### src/rtl/reg_rename_file_if.sv
// ============================================================================
// Module   : reg_rename_file_if
// Purpose  : Bundles the dispatch, commit and operand-lookup signals between
//            the decoder/ROB side (master) and the renaming register file
//            (slave).
// Signals  : rdy_in, clear_flag            global ready / mispredict flush
//            commit_*                      in-order ROB commit port
//            rename_*                      destination rename from dispatch
//            rs1_idx/rs2_idx               decoder source registers
//            rob_rsN_id/ready/val          ROB forwarding query
//            rsN_dep/rsN_tag/rsN_val       lookup results
// Macros   : ROB_WIDTH_BIT (default 4) sets the ROB id width.
// Revision : 1.0 - initial release
// ============================================================================
`default_nettype none
`timescale 1ns/1ps

`ifndef ROB_WIDTH_BIT
`define ROB_WIDTH_BIT 4
`endif

interface reg_rename_file_if #(
  parameter int ROB_WIDTH_BIT = `ROB_WIDTH_BIT
);
  logic                     rdy_in;
  logic                     clear_flag;
  logic                     commit_valid;
  logic [4:0]               commit_reg_id;
  logic [31:0]              commit_val;
  logic [ROB_WIDTH_BIT-1:0] commit_rob_id;
  logic [4:0]               rename_reg_id;
  logic [ROB_WIDTH_BIT-1:0] rename_rob_id;
  logic [4:0]               rs1_idx;
  logic [4:0]               rs2_idx;
  logic [ROB_WIDTH_BIT-1:0] rob_rs1_id;
  logic [ROB_WIDTH_BIT-1:0] rob_rs2_id;
  logic                     rob_rs1_ready;
  logic                     rob_rs2_ready;
  logic [31:0]              rob_rs1_val;
  logic [31:0]              rob_rs2_val;
  logic                     rs1_dep;
  logic                     rs2_dep;
  logic [ROB_WIDTH_BIT-1:0] rs1_tag;
  logic [ROB_WIDTH_BIT-1:0] rs2_tag;
  logic [31:0]              rs1_val;
  logic [31:0]              rs2_val;

  // Decoder / ROB side
  modport master (
    output rdy_in, clear_flag,
    output commit_valid, commit_reg_id, commit_val, commit_rob_id,
    output rename_reg_id, rename_rob_id,
    output rs1_idx, rs2_idx,
    output rob_rs1_ready, rob_rs2_ready, rob_rs1_val, rob_rs2_val,
    input  rob_rs1_id, rob_rs2_id,
    input  rs1_dep, rs2_dep, rs1_tag, rs2_tag, rs1_val, rs2_val
  );

  // Register file side
  modport slave (
    input  rdy_in, clear_flag,
    input  commit_valid, commit_reg_id, commit_val, commit_rob_id,
    input  rename_reg_id, rename_rob_id,
    input  rs1_idx, rs2_idx,
    input  rob_rs1_ready, rob_rs2_ready, rob_rs1_val, rob_rs2_val,
    output rob_rs1_id, rob_rs2_id,
    output rs1_dep, rs2_dep, rs1_tag, rs2_tag, rs1_val, rs2_val
  );
endinterface

`default_nettype wire

### src/rtl/reg_rename_file.sv
// ============================================================================
// Module   : reg_rename_file
// Purpose  : Architectural register file with per-register rename tags.
//            Absorbs in-order ROB commits, records the producing ROB entry of
//            each renamed register, drops all tags on a mispredict clear and
//            answers two combinational operand lookups (value or tag to wait
//            on), using the ROB's ready/value query as a forwarding source.
// Ports    : clk_in  - system clock
//            rst_in  - synchronous active-high reset
//            bus     - reg_rename_file_if.slave (commit, rename, lookups)
// Macros   : ROB_WIDTH_BIT        default ROB id width (4)
//            RF_COMMIT_BYPASS_EN  when defined, a register committing this
//                                 cycle is returned ready with commit_val
// Revision : 1.0 - initial release
// ============================================================================
`default_nettype none
`timescale 1ns/1ps

`ifndef ROB_WIDTH_BIT
`define ROB_WIDTH_BIT 4
`endif

module reg_rename_file #(
  parameter int ROB_WIDTH_BIT = `ROB_WIDTH_BIT
) (
  input  wire logic          clk_in,
  input  wire logic          rst_in,
  reg_rename_file_if.slave   bus
);

  typedef struct packed {
    logic                     dep;
    logic [ROB_WIDTH_BIT-1:0] tag;
    logic [31:0]              val;
  } lookup_t;

  logic [31:0]              value_q [32];
  logic [ROB_WIDTH_BIT-1:0] tag_q   [32];
  logic [31:0]              busy_q;

  lookup_t rs1_res;
  lookup_t rs2_res;

  // --------------------------------------------------------------------------
  // State update. Register x0 is never written or renamed, so it stays at
  // its reset contents (value 0, not busy, tag 0) forever.
  // --------------------------------------------------------------------------
  always_ff @(posedge clk_in) begin
    if (rst_in) begin
      busy_q <= '0;
      for (int i = 0; i < 32; i++) begin
        value_q[i] <= '0;
        tag_q[i]   <= '0;
      end
    end else if (bus.rdy_in) begin
      if (bus.clear_flag) begin
        // The ROB head is wrong-path during its own clear cycle, so commit
        // and rename are ignored; tags survive but are no longer meaningful.
        busy_q <= '0;
      end else begin
        if (bus.commit_valid && (bus.commit_reg_id != 5'd0)) begin
          value_q[bus.commit_reg_id] <= bus.commit_val;
          // Release only when the committing entry is the latest producer;
          // a stale commit leaves the newer rename in flight.
          if (busy_q[bus.commit_reg_id] &&
              (tag_q[bus.commit_reg_id] == bus.commit_rob_id)) begin
            busy_q[bus.commit_reg_id] <= 1'b0;
          end
        end
        // Placed after the commit release so a same-register rename wins.
        if (bus.rename_reg_id != 5'd0) begin
          busy_q[bus.rename_reg_id] <= 1'b1;
          tag_q[bus.rename_reg_id]  <= bus.rename_rob_id;
        end
      end
    end
  end

  // --------------------------------------------------------------------------
  // Operand lookup against pre-rename state, so an instruction whose rd
  // equals one of its rs sees the older producer.
  // --------------------------------------------------------------------------
  function automatic lookup_t lookup(
    input logic [4:0]  idx,
    input logic        rob_ready,
    input logic [31:0] rob_val,
    input logic        cm_valid,
    input logic [4:0]  cm_reg,
    input logic [ROB_WIDTH_BIT-1:0] cm_rob,
    input logic [31:0] cm_val
  );
    lookup_t res;
    res = '0;
    if ((idx == 5'd0) || !busy_q[idx]) begin
      res.val = value_q[idx];
`ifdef RF_COMMIT_BYPASS_EN
    end else if (cm_valid && (cm_rob == tag_q[idx]) && (cm_reg == idx)) begin
      res.val = cm_val;
`endif
    end else if (rob_ready) begin
      res.val = rob_val;
    end else begin
      res.dep = 1'b1;
      res.tag = tag_q[idx];
    end
`ifndef RF_COMMIT_BYPASS_EN
    // Commit inputs only feed the bypass path.
    res.val = res.val | ({32{1'b0 & cm_valid & (^cm_reg) & (^cm_rob)}} & cm_val);
`endif
    return res;
  endfunction

  always_comb begin
    rs1_res = lookup(bus.rs1_idx, bus.rob_rs1_ready, bus.rob_rs1_val,
                     bus.commit_valid, bus.commit_reg_id, bus.commit_rob_id,
                     bus.commit_val);
    rs2_res = lookup(bus.rs2_idx, bus.rob_rs2_ready, bus.rob_rs2_val,
                     bus.commit_valid, bus.commit_reg_id, bus.commit_rob_id,
                     bus.commit_val);
  end

  assign bus.rob_rs1_id = tag_q[bus.rs1_idx];
  assign bus.rob_rs2_id = tag_q[bus.rs2_idx];
  assign bus.rs1_dep    = rs1_res.dep;
  assign bus.rs1_tag    = rs1_res.tag;
  assign bus.rs1_val    = rs1_res.val;
  assign bus.rs2_dep    = rs2_res.dep;
  assign bus.rs2_tag    = rs2_res.tag;
  assign bus.rs2_val    = rs2_res.val;

endmodule

`default_nettype wire
### src/flat_wrapper.sv
// flat-port wrapper written by rule: the top's interface ports become plain ports
module reg_rename_file_flat 
#(
  parameter int ROB_WIDTH_BIT = `ROB_WIDTH_BIT
)
  (clk_in, rst_in, bus_rdy_in, bus_clear_flag, bus_commit_valid, bus_commit_reg_id, bus_commit_val, bus_commit_rob_id, bus_rename_reg_id, bus_rename_rob_id, bus_rs1_idx, bus_rs2_idx, bus_rob_rs1_ready, bus_rob_rs2_ready, bus_rob_rs1_val, bus_rob_rs2_val, bus_rob_rs1_id, bus_rob_rs2_id, bus_rs1_dep, bus_rs2_dep, bus_rs1_tag, bus_rs2_tag, bus_rs1_val, bus_rs2_val);
  reg_rename_file_if #(.ROB_WIDTH_BIT(ROB_WIDTH_BIT)) bus_i ();
  input  wire logic clk_in;
  input  wire logic rst_in;
  input wire logic [$bits(bus_i.rdy_in)-1:0] bus_rdy_in;
  input wire logic [$bits(bus_i.clear_flag)-1:0] bus_clear_flag;
  input wire logic [$bits(bus_i.commit_valid)-1:0] bus_commit_valid;
  input wire logic [$bits(bus_i.commit_reg_id)-1:0] bus_commit_reg_id;
  input wire logic [$bits(bus_i.commit_val)-1:0] bus_commit_val;
  input wire logic [$bits(bus_i.commit_rob_id)-1:0] bus_commit_rob_id;
  input wire logic [$bits(bus_i.rename_reg_id)-1:0] bus_rename_reg_id;
  input wire logic [$bits(bus_i.rename_rob_id)-1:0] bus_rename_rob_id;
  input wire logic [$bits(bus_i.rs1_idx)-1:0] bus_rs1_idx;
  input wire logic [$bits(bus_i.rs2_idx)-1:0] bus_rs2_idx;
  input wire logic [$bits(bus_i.rob_rs1_ready)-1:0] bus_rob_rs1_ready;
  input wire logic [$bits(bus_i.rob_rs2_ready)-1:0] bus_rob_rs2_ready;
  input wire logic [$bits(bus_i.rob_rs1_val)-1:0] bus_rob_rs1_val;
  input wire logic [$bits(bus_i.rob_rs2_val)-1:0] bus_rob_rs2_val;
  output wire logic [$bits(bus_i.rob_rs1_id)-1:0] bus_rob_rs1_id;
  output wire logic [$bits(bus_i.rob_rs2_id)-1:0] bus_rob_rs2_id;
  output wire logic [$bits(bus_i.rs1_dep)-1:0] bus_rs1_dep;
  output wire logic [$bits(bus_i.rs2_dep)-1:0] bus_rs2_dep;
  output wire logic [$bits(bus_i.rs1_tag)-1:0] bus_rs1_tag;
  output wire logic [$bits(bus_i.rs2_tag)-1:0] bus_rs2_tag;
  output wire logic [$bits(bus_i.rs1_val)-1:0] bus_rs1_val;
  output wire logic [$bits(bus_i.rs2_val)-1:0] bus_rs2_val;
  assign bus_i.rdy_in = bus_rdy_in;
  assign bus_i.clear_flag = bus_clear_flag;
  assign bus_i.commit_valid = bus_commit_valid;
  assign bus_i.commit_reg_id = bus_commit_reg_id;
  assign bus_i.commit_val = bus_commit_val;
  assign bus_i.commit_rob_id = bus_commit_rob_id;
  assign bus_i.rename_reg_id = bus_rename_reg_id;
  assign bus_i.rename_rob_id = bus_rename_rob_id;
  assign bus_i.rs1_idx = bus_rs1_idx;
  assign bus_i.rs2_idx = bus_rs2_idx;
  assign bus_i.rob_rs1_ready = bus_rob_rs1_ready;
  assign bus_i.rob_rs2_ready = bus_rob_rs2_ready;
  assign bus_i.rob_rs1_val = bus_rob_rs1_val;
  assign bus_i.rob_rs2_val = bus_rob_rs2_val;
  assign bus_rob_rs1_id = bus_i.rob_rs1_id;
  assign bus_rob_rs2_id = bus_i.rob_rs2_id;
  assign bus_rs1_dep = bus_i.rs1_dep;
  assign bus_rs2_dep = bus_i.rs2_dep;
  assign bus_rs1_tag = bus_i.rs1_tag;
  assign bus_rs2_tag = bus_i.rs2_tag;
  assign bus_rs1_val = bus_i.rs1_val;
  assign bus_rs2_val = bus_i.rs2_val;
  reg_rename_file #(.ROB_WIDTH_BIT(ROB_WIDTH_BIT)) u_core (.clk_in(clk_in), .rst_in(rst_in), .bus(bus_i));
endmodule
### config.mk
export PLATFORM = sky130hd
export DESIGN_NAME = reg_rename_file_flat
export DESIGN_NICKNAME = d
export VERILOG_FILES = /design/src/rtl/reg_rename_file_if.sv /design/src/rtl/reg_rename_file.sv /design/src/flat_wrapper.sv
export SDC_FILE = /design/constraint.sdc
export NUM_CORES = 2
export LEC_CHECK = 0
export BUFFER_PORTS_ARGS = -buffer_cell sky130_fd_sc_hd__buf_2
export CAP_MARGIN = 15
export CORE_AREA = 2 2 341 343
export CTS_CLUSTER_SIZE = 28
export DETAILED_ROUTE_END_ITERATION = 8
export DIE_AREA = 0 0 343 345
export PLACE_DENSITY = 0.84
export SETUP_SLACK_MARGIN = 0.5
export SLEW_MARGIN = 40
export SYNTH_ARGS = -nofsm -noshare
export SYNTH_HDL_FRONTEND = slang
export SYNTH_SLANG_ARGS = --single-unit
### constraint.sdc
create_clock -name clk_in -period 3.9 [get_ports clk_in]
set_clock_uncertainty 0.1 [all_clocks]
set_input_delay 0.78 -clock clk_in [delete_from_list [all_inputs] [get_ports clk_in]]
set_output_delay 0.78 -clock clk_in [all_outputs]
set_load 0.005 [all_outputs]
==> metrics.md <==
| Metric | Value |
|---|---|
| CTS max path bufs | `3` |
| Synth Area in Compound Gates | `2.01%` |
| Starting Density | `56.5%` |
| CTS buffer count | `118` |
| Post-Synthesis Cells | `4132` |
| Worst ir drop on vdd | `0.491 mV` |
| Synth unique cells | `55` |
| Simple-Gate Fraction of Synth Area | `12.9%` |
| Die Wd | `343 um` |
| Area growth from synthesis to layout | `16.3%` |
| Dpl ws | `-0.197 ns` |
| Clk pin slew, worst setup/hold paths | `0.07 ns` |
| Yosys reg bits | `1184` |
| CTS Hold Buffers Added | `0` |
| 1st-iter DRT viols | `8241` |
| Die H | `345 um` |
| Storage cell area | `35300 um^2` |
| Max-slew violations | `0` |
| Power Density | `410 nW/um^2` |
| Main combinational cell family by area after synthesis | `multiplexers` |
| Crit path launch type | `register` |
| Non-filler cells, final | `6049` |
| Period utilisation layout | `103%` |
| Area occupied by multi-input gates | `28600 um^2` |
| Slowest CP cell | `mux4_2` |
| Setup crit end kind | `output pin` |
| Clock Latency Late Sink | `0.74 ns` |
| Violated checks | `negative setup slack` |
| Leak pwr | `26.6 nW` |
| CP max FO | `6` |
| First-pass GRT wire length | `317000 um` |
| Final wirelength | `225000 um` |
| Core footprint | `115000 um^2` |
| Area of the die | `118000 um^2` |
| Post-Synthesis Cell Area | `65100 um^2` |
| Row Count | `125` |
| Post-DP HPWL | `135000 um` |
| Final Critical Period | `4.02 ns` |
| Max transition margin | `39.8%` |
| Slowest stage delay, CP | `0.51 ns` |
| Synth Flop Type | `edfxtp_1` |
| Root buffer cell | `clkbuf_16` |
| Fmax | `0.249 GHz` |
| Adder-cell share of the synthesized area | `0%` |
| Synth Area per Inst | `15.7 um^2` |
| Worst EP required | `3.02 ns` |
| MaxCap Viol Count | `0` |
| Worst Path Buf+Inv | `4` |
| Gr ovfl total | `0` |
| Status | `finished with violations` |
| Worst Hold Class | `register to register` |
| IO buf count | `212` |
| Initial antenna violation count | `15` |
| Gr usage total | `37.9%` |
| Worst-margin pin slew | `0.902 ns` |
| Critical path arrival | `3.14 ns` |
| Detail Route Antenna Nets | `0` |
| Via-to-Cell Ratio | `7.41` |
| CTS tree | `yes` |
| Layout cells sized above 1 | `37.1%` |
| H-tree depth | `3` |
| 1st-pass router iterations | `8` |
| Final WS setup | `-0.117 ns` |
| Post-synth EDFFs | `1152` |
| Cells after DPL | `5770` |
| CP cell instances | `mux4_2, mux4_2, mux2i_4, buf_12, clkbuf_16, buf_8, a21oi_1, a21oi_1, buf_2` |
| Largest net degree at the start of global routing | `65` |
| Fillers | `7314` |
| Vias in the first global route | `45200` |
| Multiplexer area fraction after synthesis | `28.0%` |
| YS warnings | `0` |
| Final TNS setup | `-3.00 ns` |
| Final Hold Viols | `0` |
| DR DRC count | `0` |
| Via Count | `44800` |
| CP Class | `register to output pin` |
| Clk sink count | `1184` |
| WL per Instance | `37.1 um` |
| Boundary pin count | `213` |
| Synth Area in XOR/XNOR | `0.0269%` |
| RSZ-0062 raised after global routing | `yes` |
| Ys async rst share | `0%` |
| Final #Nets | `4553` |
| Placed cell area | `70400 um^2` |
| Design Area, Final | `75700 um^2` |
| CP top delay family | `multiplexers` |
| Setup violators final | `56` |
| Total power | `31.0 mW` |
| Sequential element share of the synthesized area | `54.1%` |
| GPL Wtd Cong | `0.964` |
[layer usage]
metal	vias up	track usage [%]	wire, um
met5	-	0	74
met4	12	26.0	19900
met3	1203	11.6	34600
met2	4726	57.2	102000
met1	22200	47.1	68000
li1	16700	-	-
[placed cells by master (no fill, tap or decap), types with 9 or more instances in the layout]
master / synthesis / routed
edfxtp_1: 1152 / 1152
o22ai_1: 17 / 17
nor3_1: 31 / 31
diode_2: 0 / 9
or2_2: 70 / 69
conb_1: 1 / 36
buf_6: 6 / 17
nor2_1: 104 / 72
nand3b_1: 10 / 10
nand4_1: 10 / 10
a21oi_1: 133 / 103
clkbuf_1: 311 / 28
mux4_2: 745 / 745
a311oi_1: 24 / 24
nand2_1: 15 / 15
clkinv_1: 0 / 22
a21oi_2: 1 / 28
buf_16: 0 / 24
clkbuf_16: 0 / 123
mux2_2: 18 / 11
bufinv_16: 0 / 14
clkinv_2: 0 / 19
buf_12: 0 / 110
buf_4: 5 / 220
dfxtp_1: 32 / 18
dfxtp_2: 0 / 13
mux2i_1: 124 / 113
buf_2: 82 / 191
and2_1: 1119 / 1119
nor2_4: 0 / 31
[registers in the layout, indices dropped and copies added, names as in the netlist]
register and count:
u_core.tag_q 128, u_core.value_q 1024, u_core.busy_q 32
[timing repair]
item                                    CTS  global route
setup buffers                            25            11
pin swaps                                 2             0
endpoints found under the setup margin   82            82
gates cloned                             17             3
endpoints found under the hold margin     0             0
resized for setup                        90            25
[synthesized netlist by cell type, drive strengths merged, types with 8 or more instances]
cell | instances | share of area (%)
nor2 | 104 | 0.60
buf | 132 | 1.0
nor2b | 9 | 0.087
nand2 | 15 | 0.087
a21oi | 134 | 1.0
mux2i | 124 | 1.9
o22ai | 17 | 0.16
nor3 | 31 | 0.24
or2 | 70 | 0.67
edfxtp | 1152 | 53
and2 | 1119 | 11
dfxtp | 32 | 0.98
clkbuf | 311 | 1.8
mux4 | 745 | 26
mux2 | 18 | 0.31
nand4 | 10 | 0.096
inv | 8 | 0.046
nand3b | 10 | 0.12
a311oi | 24 | 0.32
[metrics by stage]
stage	hold slack, ns	util, %
final	0.390	65.8
after global routing	0.382	65.7
after detailed placement	0.355	61.1
after CTS	0.371	65.5
after global placement	0.344	61.1
after floorplan	0.329	-
[cell type report]
type	instances	share of cell area, %
sequential	1184	46.6
multi-input combinational	2532	37.8
timing repair buffer	578	7.95
clock buffer	148	4.11
tap	1524	2.52
clock inverter	66	0.979
inverter	8	0.0397
antenna	9	0.0298
[cells by family (layout without fill, tap and decap cells)]
kind of cell / count (synthesis) / after routing
AOI/OAI and AO/OA: 213 / 213
xor gates and xnor gates: 2 / 2
DFF: 1184 / 1184
other: 1 / 45
buffers and inverters: 451 / 800
muxes: 887 / 887
and+or+nand+nor: 1394 / 1394
[worst paths after layout]
path | start | endpoint | slack, ns | cells after the start
worst max-delay path | u_core.busy_q[19] | bus_rs1_val[16] | -0.12 | 9
worst min-delay path | u_core.busy_q[0] | u_core.busy_q[0] | 0.39 | 1
worst max register to register | u_core.tag_q[11][3] | u_core.busy_q[28] | 1.07 | 9
worst min register to register | u_core.busy_q[0] | u_core.busy_q[0] | 0.39 | 1
[report_power, final]
group | leakage, nW | switching, mW | internal [mW]
Combinational | 13.5 | 2.24 | 2.16
Clock | 1.87 | 5.07 | 6.56
Sequential | 11.2 | 0.428 | 14.6
Total | 26.6 | 7.74 | 23.3
No activity file was read; power rests on OpenSTA's default activity.
